**src/rtl/dispatch_queue_if.sv**
```systemverilog
// dispatch_queue_if: fetch-side, dispatch-side and core-feedback signals of the dispatch queue.
interface dispatch_queue_if #(
  parameter int N_WAY = 2,
  parameter int DEPTH = 8,
  parameter int XLEN = 32
);
  localparam int NW = $clog2(N_WAY) + 1;
  localparam int CW = $clog2(DEPTH) + 1;
  logic [N_WAY-1:0] fetch_valid;
  logic [N_WAY-1:0][XLEN-1:0] fetch_inst;
  logic [N_WAY-1:0][XLEN-1:0] fetch_pc;
  logic [N_WAY-1:0][XLEN-1:0] fetch_npc;
  logic [N_WAY-1:0][4:0] fetch_src1;
  logic [N_WAY-1:0][4:0] fetch_src2;
  logic [N_WAY-1:0][4:0] fetch_dest;
  logic [N_WAY-1:0] fetch_branch;
  logic [NW-1:0] fetch_accept_num;
  logic [CW-1:0] free_slots;
  logic [N_WAY-1:0] disp_valid;
  logic [N_WAY-1:0][XLEN-1:0] disp_inst;
  logic [N_WAY-1:0][XLEN-1:0] disp_pc;
  logic [N_WAY-1:0][XLEN-1:0] disp_npc;
  logic [N_WAY-1:0][4:0] disp_src1;
  logic [N_WAY-1:0][4:0] disp_src2;
  logic [N_WAY-1:0][4:0] disp_dest;
  logic [N_WAY-1:0] disp_branch;
  logic [N_WAY-1:0] dispatched;
  logic branch_haz;
  logic [15:0] stall_cycles;
  modport slave (
    input fetch_valid, fetch_inst, fetch_pc, fetch_npc, fetch_src1, fetch_src2, fetch_dest, fetch_branch,
    input dispatched, branch_haz,
    output fetch_accept_num, free_slots, stall_cycles,
    output disp_valid, disp_inst, disp_pc, disp_npc, disp_src1, disp_src2, disp_dest, disp_branch
  );
  modport master (
    output fetch_valid, fetch_inst, fetch_pc, fetch_npc, fetch_src1, fetch_src2, fetch_dest, fetch_branch,
    output dispatched, branch_haz,
    input fetch_accept_num, free_slots, stall_cycles,
    input disp_valid, disp_inst, disp_pc, disp_npc, disp_src1, disp_src2, disp_dest, disp_branch
  );
endinterface

```
**src/rtl/dispatch_queue.sv**
```systemverilog
// dispatch_queue: N-way circular buffer between fetch and the rename/ROB/RS core, with flush and stall count.
module dispatch_queue #(
  parameter int N_WAY = 2,
  parameter int DEPTH = 8,
  parameter int XLEN = 32
) (
  input logic clock,
  input logic reset,
  dispatch_queue_if.slave dq
);
  localparam int AW = $clog2(DEPTH);
  localparam int CW = AW + 1;
  localparam int NW = $clog2(N_WAY) + 1;
  typedef struct packed {
    logic [XLEN-1:0] inst;
    logic [XLEN-1:0] pc;
    logic [XLEN-1:0] npc;
    logic [4:0] src1;
    logic [4:0] src2;
    logic [4:0] dest;
    logic branch;
  } entry_t;
  entry_t mem [DEPTH];
  entry_t lane [N_WAY];
  logic [AW-1:0] head, tail;
  logic [CW-1:0] count, free, pop_num, lead, accept;
  logic [15:0] stall;
  assign free = CW'(DEPTH) - count;
  // pop_num/lead only grow while every earlier lane qualified, giving the leading-ones prefix
  always_comb begin
    pop_num = '0;
    lead = '0;
    for (int i = 0; i < N_WAY; i++) begin
      lane[i] = CW'(i) < count ? mem[head + AW'(i)] : '0;
      if (CW'(i) < count && dq.dispatched[i] && pop_num == CW'(i)) pop_num = pop_num + CW'(1);
      if (dq.fetch_valid[i] && lead == CW'(i)) lead = lead + CW'(1);
    end
    accept = (reset || dq.branch_haz) ? '0 : (lead < free ? lead : free);
  end
  always_comb begin
    for (int i = 0; i < N_WAY; i++) begin
      dq.disp_valid[i] = CW'(i) < count;
      dq.disp_inst[i] = lane[i].inst;
      dq.disp_pc[i] = lane[i].pc;
      dq.disp_npc[i] = lane[i].npc;
      dq.disp_src1[i] = lane[i].src1;
      dq.disp_src2[i] = lane[i].src2;
      dq.disp_dest[i] = lane[i].dest;
      dq.disp_branch[i] = lane[i].branch;
    end
  end
  assign dq.free_slots = free;
  assign dq.fetch_accept_num = accept[NW-1:0];
  assign dq.stall_cycles = stall;
  always_ff @(posedge clock)
    for (int i = 0; i < N_WAY; i++)
      if (CW'(i) < accept)
        mem[tail + AW'(i)] <= '{inst: dq.fetch_inst[i], pc: dq.fetch_pc[i], npc: dq.fetch_npc[i],
                                src1: dq.fetch_src1[i], src2: dq.fetch_src2[i], dest: dq.fetch_dest[i],
                                branch: dq.fetch_branch[i]};
  always_ff @(posedge clock or posedge reset)
    if (reset) begin
      head <= '0;
      tail <= '0;
      count <= '0;
      stall <= '0;
    end else if (dq.branch_haz) begin
      head <= '0;
      tail <= '0;
      count <= '0;
    end else begin
      head <= head + AW'(pop_num);
      tail <= tail + AW'(accept);
      count <= count + accept - pop_num;
      if (count != '0 && pop_num == '0 && stall != 16'hFFFF) stall <= stall + 16'd1;
    end
endmodule

```
**src/flat_wrapper.sv**
```systemverilog
// flat-port wrapper written by rule: the top's interface ports become plain ports
module dispatch_queue_flat 
#(
  parameter int N_WAY = 2,
  parameter int DEPTH = 8,
  parameter int XLEN = 32
)
  (clock, reset, dq_fetch_valid, dq_fetch_inst, dq_fetch_pc, dq_fetch_npc, dq_fetch_src1, dq_fetch_src2, dq_fetch_dest, dq_fetch_branch, dq_dispatched, dq_branch_haz, dq_fetch_accept_num, dq_free_slots, dq_stall_cycles, dq_disp_valid, dq_disp_inst, dq_disp_pc, dq_disp_npc, dq_disp_src1, dq_disp_src2, dq_disp_dest, dq_disp_branch);
  dispatch_queue_if #(.N_WAY(N_WAY), .DEPTH(DEPTH), .XLEN(XLEN)) dq_i ();
  input logic clock;
  input logic reset;
  input wire logic [$bits(dq_i.fetch_valid)-1:0] dq_fetch_valid;
  input wire logic [$bits(dq_i.fetch_inst)-1:0] dq_fetch_inst;
  input wire logic [$bits(dq_i.fetch_pc)-1:0] dq_fetch_pc;
  input wire logic [$bits(dq_i.fetch_npc)-1:0] dq_fetch_npc;
  input wire logic [$bits(dq_i.fetch_src1)-1:0] dq_fetch_src1;
  input wire logic [$bits(dq_i.fetch_src2)-1:0] dq_fetch_src2;
  input wire logic [$bits(dq_i.fetch_dest)-1:0] dq_fetch_dest;
  input wire logic [$bits(dq_i.fetch_branch)-1:0] dq_fetch_branch;
  input wire logic [$bits(dq_i.dispatched)-1:0] dq_dispatched;
  input wire logic [$bits(dq_i.branch_haz)-1:0] dq_branch_haz;
  output wire logic [$bits(dq_i.fetch_accept_num)-1:0] dq_fetch_accept_num;
  output wire logic [$bits(dq_i.free_slots)-1:0] dq_free_slots;
  output wire logic [$bits(dq_i.stall_cycles)-1:0] dq_stall_cycles;
  output wire logic [$bits(dq_i.disp_valid)-1:0] dq_disp_valid;
  output wire logic [$bits(dq_i.disp_inst)-1:0] dq_disp_inst;
  output wire logic [$bits(dq_i.disp_pc)-1:0] dq_disp_pc;
  output wire logic [$bits(dq_i.disp_npc)-1:0] dq_disp_npc;
  output wire logic [$bits(dq_i.disp_src1)-1:0] dq_disp_src1;
  output wire logic [$bits(dq_i.disp_src2)-1:0] dq_disp_src2;
  output wire logic [$bits(dq_i.disp_dest)-1:0] dq_disp_dest;
  output wire logic [$bits(dq_i.disp_branch)-1:0] dq_disp_branch;
  assign dq_i.fetch_valid = dq_fetch_valid;
  assign dq_i.fetch_inst = dq_fetch_inst;
  assign dq_i.fetch_pc = dq_fetch_pc;
  assign dq_i.fetch_npc = dq_fetch_npc;
  assign dq_i.fetch_src1 = dq_fetch_src1;
  assign dq_i.fetch_src2 = dq_fetch_src2;
  assign dq_i.fetch_dest = dq_fetch_dest;
  assign dq_i.fetch_branch = dq_fetch_branch;
  assign dq_i.dispatched = dq_dispatched;
  assign dq_i.branch_haz = dq_branch_haz;
  assign dq_fetch_accept_num = dq_i.fetch_accept_num;
  assign dq_free_slots = dq_i.free_slots;
  assign dq_stall_cycles = dq_i.stall_cycles;
  assign dq_disp_valid = dq_i.disp_valid;
  assign dq_disp_inst = dq_i.disp_inst;
  assign dq_disp_pc = dq_i.disp_pc;
  assign dq_disp_npc = dq_i.disp_npc;
  assign dq_disp_src1 = dq_i.disp_src1;
  assign dq_disp_src2 = dq_i.disp_src2;
  assign dq_disp_dest = dq_i.disp_dest;
  assign dq_disp_branch = dq_i.disp_branch;
  dispatch_queue #(.N_WAY(N_WAY), .DEPTH(DEPTH), .XLEN(XLEN)) u_core (.clock(clock), .reset(reset), .dq(dq_i));
endmodule
```
**config.mk**
```make
export PLATFORM = sky130hd
export DESIGN_NAME = dispatch_queue_flat
export DESIGN_NICKNAME = d
export VERILOG_FILES = /design/src/rtl/dispatch_queue_if.sv /design/src/rtl/dispatch_queue.sv /design/src/flat_wrapper.sv
export SDC_FILE = /design/constraint.sdc
export NUM_CORES = 2
export LEC_CHECK = 0
export ABC_CLOCK_PERIOD_IN_PS = 9700
export CAP_MARGIN = 20
export CORE_MARGIN = 5
export CORE_UTILIZATION = 40
export DETAILED_ROUTE_END_ITERATION = 10
export DONT_BUFFER_PORTS = 1
export PLACE_DENSITY = 0.64
export REMOVE_ABC_BUFFERS = 1
export SYNTH_ARGS = -nofsm -noshare
export SYNTH_HDL_FRONTEND = slang
export SYNTH_SLANG_ARGS = --single-unit
```
**constraint.sdc**
```tcl
create_clock -name clock -period 9.7 [get_ports clock]
set_input_delay 1.94 -clock clock [delete_from_list [all_inputs] [get_ports clock]]
set_output_delay 1.94 -clock clock [all_outputs]
set_load 0.01 [all_outputs]
```
# Yosys cells after proc, flatten, opt, wreduce, memory -nomap -nowiden
# Memories as Yosys holds them, arrays and structs flattened.
# Cells that the tools add are included.
[totals] reg_bits=26 ram_bits=896 in_bits=231 out_inout_bits=248 word_cells=49 n_memories=1
[op_classes] n_addsub=10 magnitude_cmp=5 eq_ne=3 muxes=15 bitwise_logic=1 reduce_logical=10
[mem_list] memory="u_core.mem" words=8 word_bits=112 rd=2 rd_clocked_by_memory_dff=0 wr=2 line="dispatch_queue.sv:23" source="entry_t mem [DEPTH];"
[op_table] cell="two-way mux 112 bit" n=2
[op_table] cell="two-way mux 4 bit" n=5
[op_table] cell="adder 16 x 1 -> 16 bit, second input constant" n=1
[op_table] cell="< comparator 1 x 4 -> 1 bit, first input constant" n=4
[op_table] cell="!= test 16 bit, second input constant" n=1
[op_table] cell="adder 4 x 1 -> 4 bit, second input constant" n=2
[op_table] cell="== test 4 x 1 -> 1 bit, second input constant" n=2
[op_table] cell="adder 3 x 1 -> 3 bit, second input constant" n=2
[op_table] cell="adder 3 bit" n=2
[op_table] cell="logical AND 1 bit" n=6
[op_table] cell="two-way mux 1 bit" n=6
[op_table] cell="two-way mux 3 bit" n=2
[op_table] cell="adder 4 bit" n=1
[op_table] cell="zero test 4 bit" n=1
[op_table] cell="< comparator 4 bit" n=1
[op_table] cell="nonzero test 4 bit" n=1
[op_table] cell="subtractor 4 bit" n=1
[op_table] cell="subtractor 4 bit, first input constant" n=1
[op_table] cell="AND reduction 2 bit" n=1
[op_table] cell="logical OR 1 bit" n=1
[op_table] cell="inverter 1 bit" n=1

# Longest topological paths before layout
[depth] word_depth=10 depth_mapped=18 depth_no_buf=16

# Least setup slack after synthesis
# Ideal clock, no wire load.
[synth_timing] path_type="in2reg" from="input port dq_fetch_valid[0]" to="memory u_core.mem[6][0] in the netlist's numbering (enable)" setup_ns=0.620 arrival_time_ns=9.066 required_ns=9.080 slack_ns=0.015 stages=7 path_buffers=0 cell_sequence="and2_1 > ha_1 > o22ai_1 > or4_1 > a311oi_2 > nor2_1 > a21oi_1"
[synth_rtl] element="start, declared" line="flat_wrapper.sv:12" source="input wire logic [$bits(dq_i.fetch_valid)-1:0] dq_fetch_valid;"
[synth_rtl] element="end, declared" line="dispatch_queue.sv:23"

# Worst setup path after layout
[layout_timing] from="register u_core.head[0]" to="output port dq_disp_inst[56]"
[layout_between] elab_chain_cells=3
[layout_lines] element="start, declared" line="dispatch_queue.sv:25" source="logic [AW-1:0] head, tail;"
[layout_lines] element="start signal, assigned" line="dispatch_queue.sv:72" source="head <= head + AW'(pop_num);"
[layout_lines] element="adder 3 x 1 -> 3 bit" line="dispatch_queue.sv:34" source="lane[i] = CW'(i) < count ? mem[head + AW'(i)] : '0;"
[layout_lines] element="memory read (8 x 112 bit)"
[layout_lines] element="two-way mux 112 bit" line="dispatch_queue.sv:34"
[layout_lines] element="end, declared" line="flat_wrapper.sv:26" source="output wire logic [$bits(dq_i.disp_inst)-1:0] dq_disp_inst;"
# Every way passes these cells.

==> flow_metrics.py <==
metrics = {
    "timing": {
        "tightest_slew_ps": 1040,
        "slew_violations": 0,
        "period_needed_ps": 6388,
        "hold_viol_final": 0,
        "slew_headroom_pct": 30.64,
        "rsz0062_at_grt": "false",
        "setup_violations": 0,
        "hold-worst-slack_ps": 562.2,
        "finalCritPeriodShare_pct": 65.86,
        "finalClockSkew_ps": 34.10,
        "fmax_ghz": 0.1565,
    },
    "synth": {
        "synth_area_leader_cell": "edfxtp_1",
        "synthTopCellsByArea": "edfxtp_1, mux4_2, mux2_2",
        "synth_common_cells": "edfxtp_1, mux2_2, mux4_2",
        "ys_ff_latch": 922,
        "synth_area_um2": 54270,
        "synthFlopType": "edfxtp_1",
        "synth_cells": 3262,
        "yosys_warnings": 0,
        "synth_most_common_cell": "edfxtp_1",
        "synth-edff-count": 896,
        "ys_seq_area_share_pct": 50.77,
        "netlist.area_leader.share_pct": 49.57,
        "syn_avg_cell_area_um2": 16.64,
        "synth_cell_types": 49,
        "async_reset_ff_share_pct": 2.820,
    },
    "power_and_ir_drop": {
        "p_leak_nw": 18.87,
        "clkPwrFrac_pct": 26.6,
        "p_sw_mw": 5.386,
        "switching_share_pct": 35.96,
        "p_seq_share_pct": 32.1,
        "internal_power_mw": 9.591,
        "p_comb_share_pct": 41.3,
        "powerDensity_nw_per_um2": 252.3,
        "vdd_drop_max_mv": 0.2832,
    },
    "critical_path": {
        "worstPathArrival_ps": 4450,
        "critPathTopFamily": "adder cells",
        "slowest_delay_ps": 920,
        "crit_chain": "ha_4 > buf_4 > mux4_2 > nand2_1 > a21oi_1",
        "crit_path_top_delay_cell": "ha_4",
        "crit_fanout": 42,
        "end_kind": "output port",
        "path_buf_inv": 1,
        "critPathKind": "flop to output port",
        "cp.required_ps": 7760,
        "startpoint_type": "flop",
    },
    "final_layout": {
        "final_core_util_pct": 43.93,
        "diodes": 0,
        "area_growth_pct": 9.385,
        "drive_gt1_share_pct": 47.08,
        "nNetsFinal": 3410,
        "fillers": 11890,
        "final_cell_area_um2": 59370,
        "fin_cells": 5033,
    },
    "place": {
        "dp.cells": 4836,
        "place.gp.congestion": 0.7523,
        "hpwl_um": 91660,
        "portBuffers": 0,
        "place_area_um2": 55930,
    },
    "grt": {
        "grt_pass1_wl_um": 227000,
        "grt_max_degree": 132,
        "antenna_found_initial": 4,
        "grt-ovfl-total": 0,
        "track_usage_pct": 21.60,
        "grt_pass1_vias": 32300,
    },
    "hold_path": {
        "hold_class": "flop to flop",
    },
    "clocking": {
        "cts_hold_buffers": 0,
        "clockBufferDepth": 3,
        "htreeDepth": 3,
        "post-cts-setup-buffers": 0,
        "clk_pin_slew_ps": 60,
        "cts_tree": "done",
        "clockRootBuffer": "clkbuf_16",
        "numCtsBuffers": 105,
        "cts_sinks": 922,
        "ctsResizeCount": 0,
        "clk_latency_ps": 730,
    },
    "flow_run": {
        "maxCapViolCount": 0,
    },
    "floorplan": {
        "dieHeight_um": 378.4,
        "core_area_um2": 135100,
        "rows": 135,
        "ios": 479,
        "die_x_um": 378.4,
        "initial_utilization_pct": 40.16,
        "die-area_um2": 143200,
    },
    "drt": {
        "detail_route.vias_per_cell": 6.085,
        "drtPass1Iterations": 5,
        "drt_iter0_markers": 2602,
        "final_antenna_net_count": 0,
        "wl_um": 157000,
        "routedWlPerCell_um": 31.19,
        "drc_errors": 0,
        "vias": 30630,
    },
    "outcome": {
        "status": "completed",
    },
}
cell type report:
cell class                 instances  area (um^2)  area share (%)
clock buffer                     130         2761           4.651
clock inverter                    66        651.9           1.098
inverter                          19        71.32          0.1201
multi-input combinational       2053        25390           42.77
sequential                       922        27570           46.44
tap                             1781         2228           3.754
timing repair buffer              62        698.2           1.176
logic make-up after synthesis:
logic type                 share of synthesized area, %
and+or+nand+nor                                   3.172
AOI/OAI and AO/OA                                 1.344
muxes                                             41.15
buffers and inverters                             2.755
xor gates and xnor gates                         0.3711
other                                          0.006909
DFF                                               50.77
adders and majority gates                        0.4242
cells in the final DEF (no fill, tap or decap), drive strengths merged, types with 5 or more instances in the layout:
cell type / n
a21oi: 122
and3: 5
buf: 62
bufinv: 10
clkbuf: 130
clkinv: 48
dfrtp: 26
edfxtp: 896
ha: 12
inv: 24
mux2: 896
mux2i: 112
mux4: 448
nand2: 237
nand3: 11
nor2: 132
nor2b: 11
nor3: 7
xnor2: 17
xor2: 6
metrics by stage:
stage                     setup TNS (ps)  power, mW  setup slack [ps]
final                                  0      14.98              3312
after global routing                   0      15.73              2903
after CTS                              0      15.20              3037
after detailed placement               0      11.18              3309
after global placement                 0      11.14              3303
after floorplan                 -3701240      11.20            -14930
state kept, by name, indices dropped and copies added, names as in the netlist:
name / count
u_core.mem: 896
u_core.tail: 3
u_core.head: 3
u_core.dq.stall_cycles: 16
u_core.count: 4
path summary, 6_finish.rpt:
check                                           start  slack (ps)  depth (start not counted)                    endpoint
max                                    u_core.head[0]        3310                          5            dq_disp_inst[56]
min                        u_core.dq.stall_cycles[15]         560                          1  u_core.dq.stall_cycles[15]
max reg2reg                           u_core.count[0]        4310                         12            u_core.mem[7][2]
min reg2reg                u_core.dq.stall_cycles[15]         560                          1  u_core.dq.stall_cycles[15]
max in group asynchronous                       reset        8250                          2              u_core.head[0]
min in group asynchronous                       reset        1030                          1             u_core.count[3]
layer usage:
metal  GRT usage [%]  wire (um)
met1           27.54      62240
met2           36.40      78210
met5               0          0
met3           5.774      12660
met4           6.176       3883
power groups by stage:
stage	sequential (mW)	combinational, mW	clock, mW
CTS	4.81	6.31	4.08
global route	4.83	6.65	4.25
detailed placement	4.89	6.30	0
global placement	4.88	6.27	0
finish	4.81	6.18	3.99
floorplan	5.15	6.04	0
Note: power is estimated with default switching activity, not from simulation.
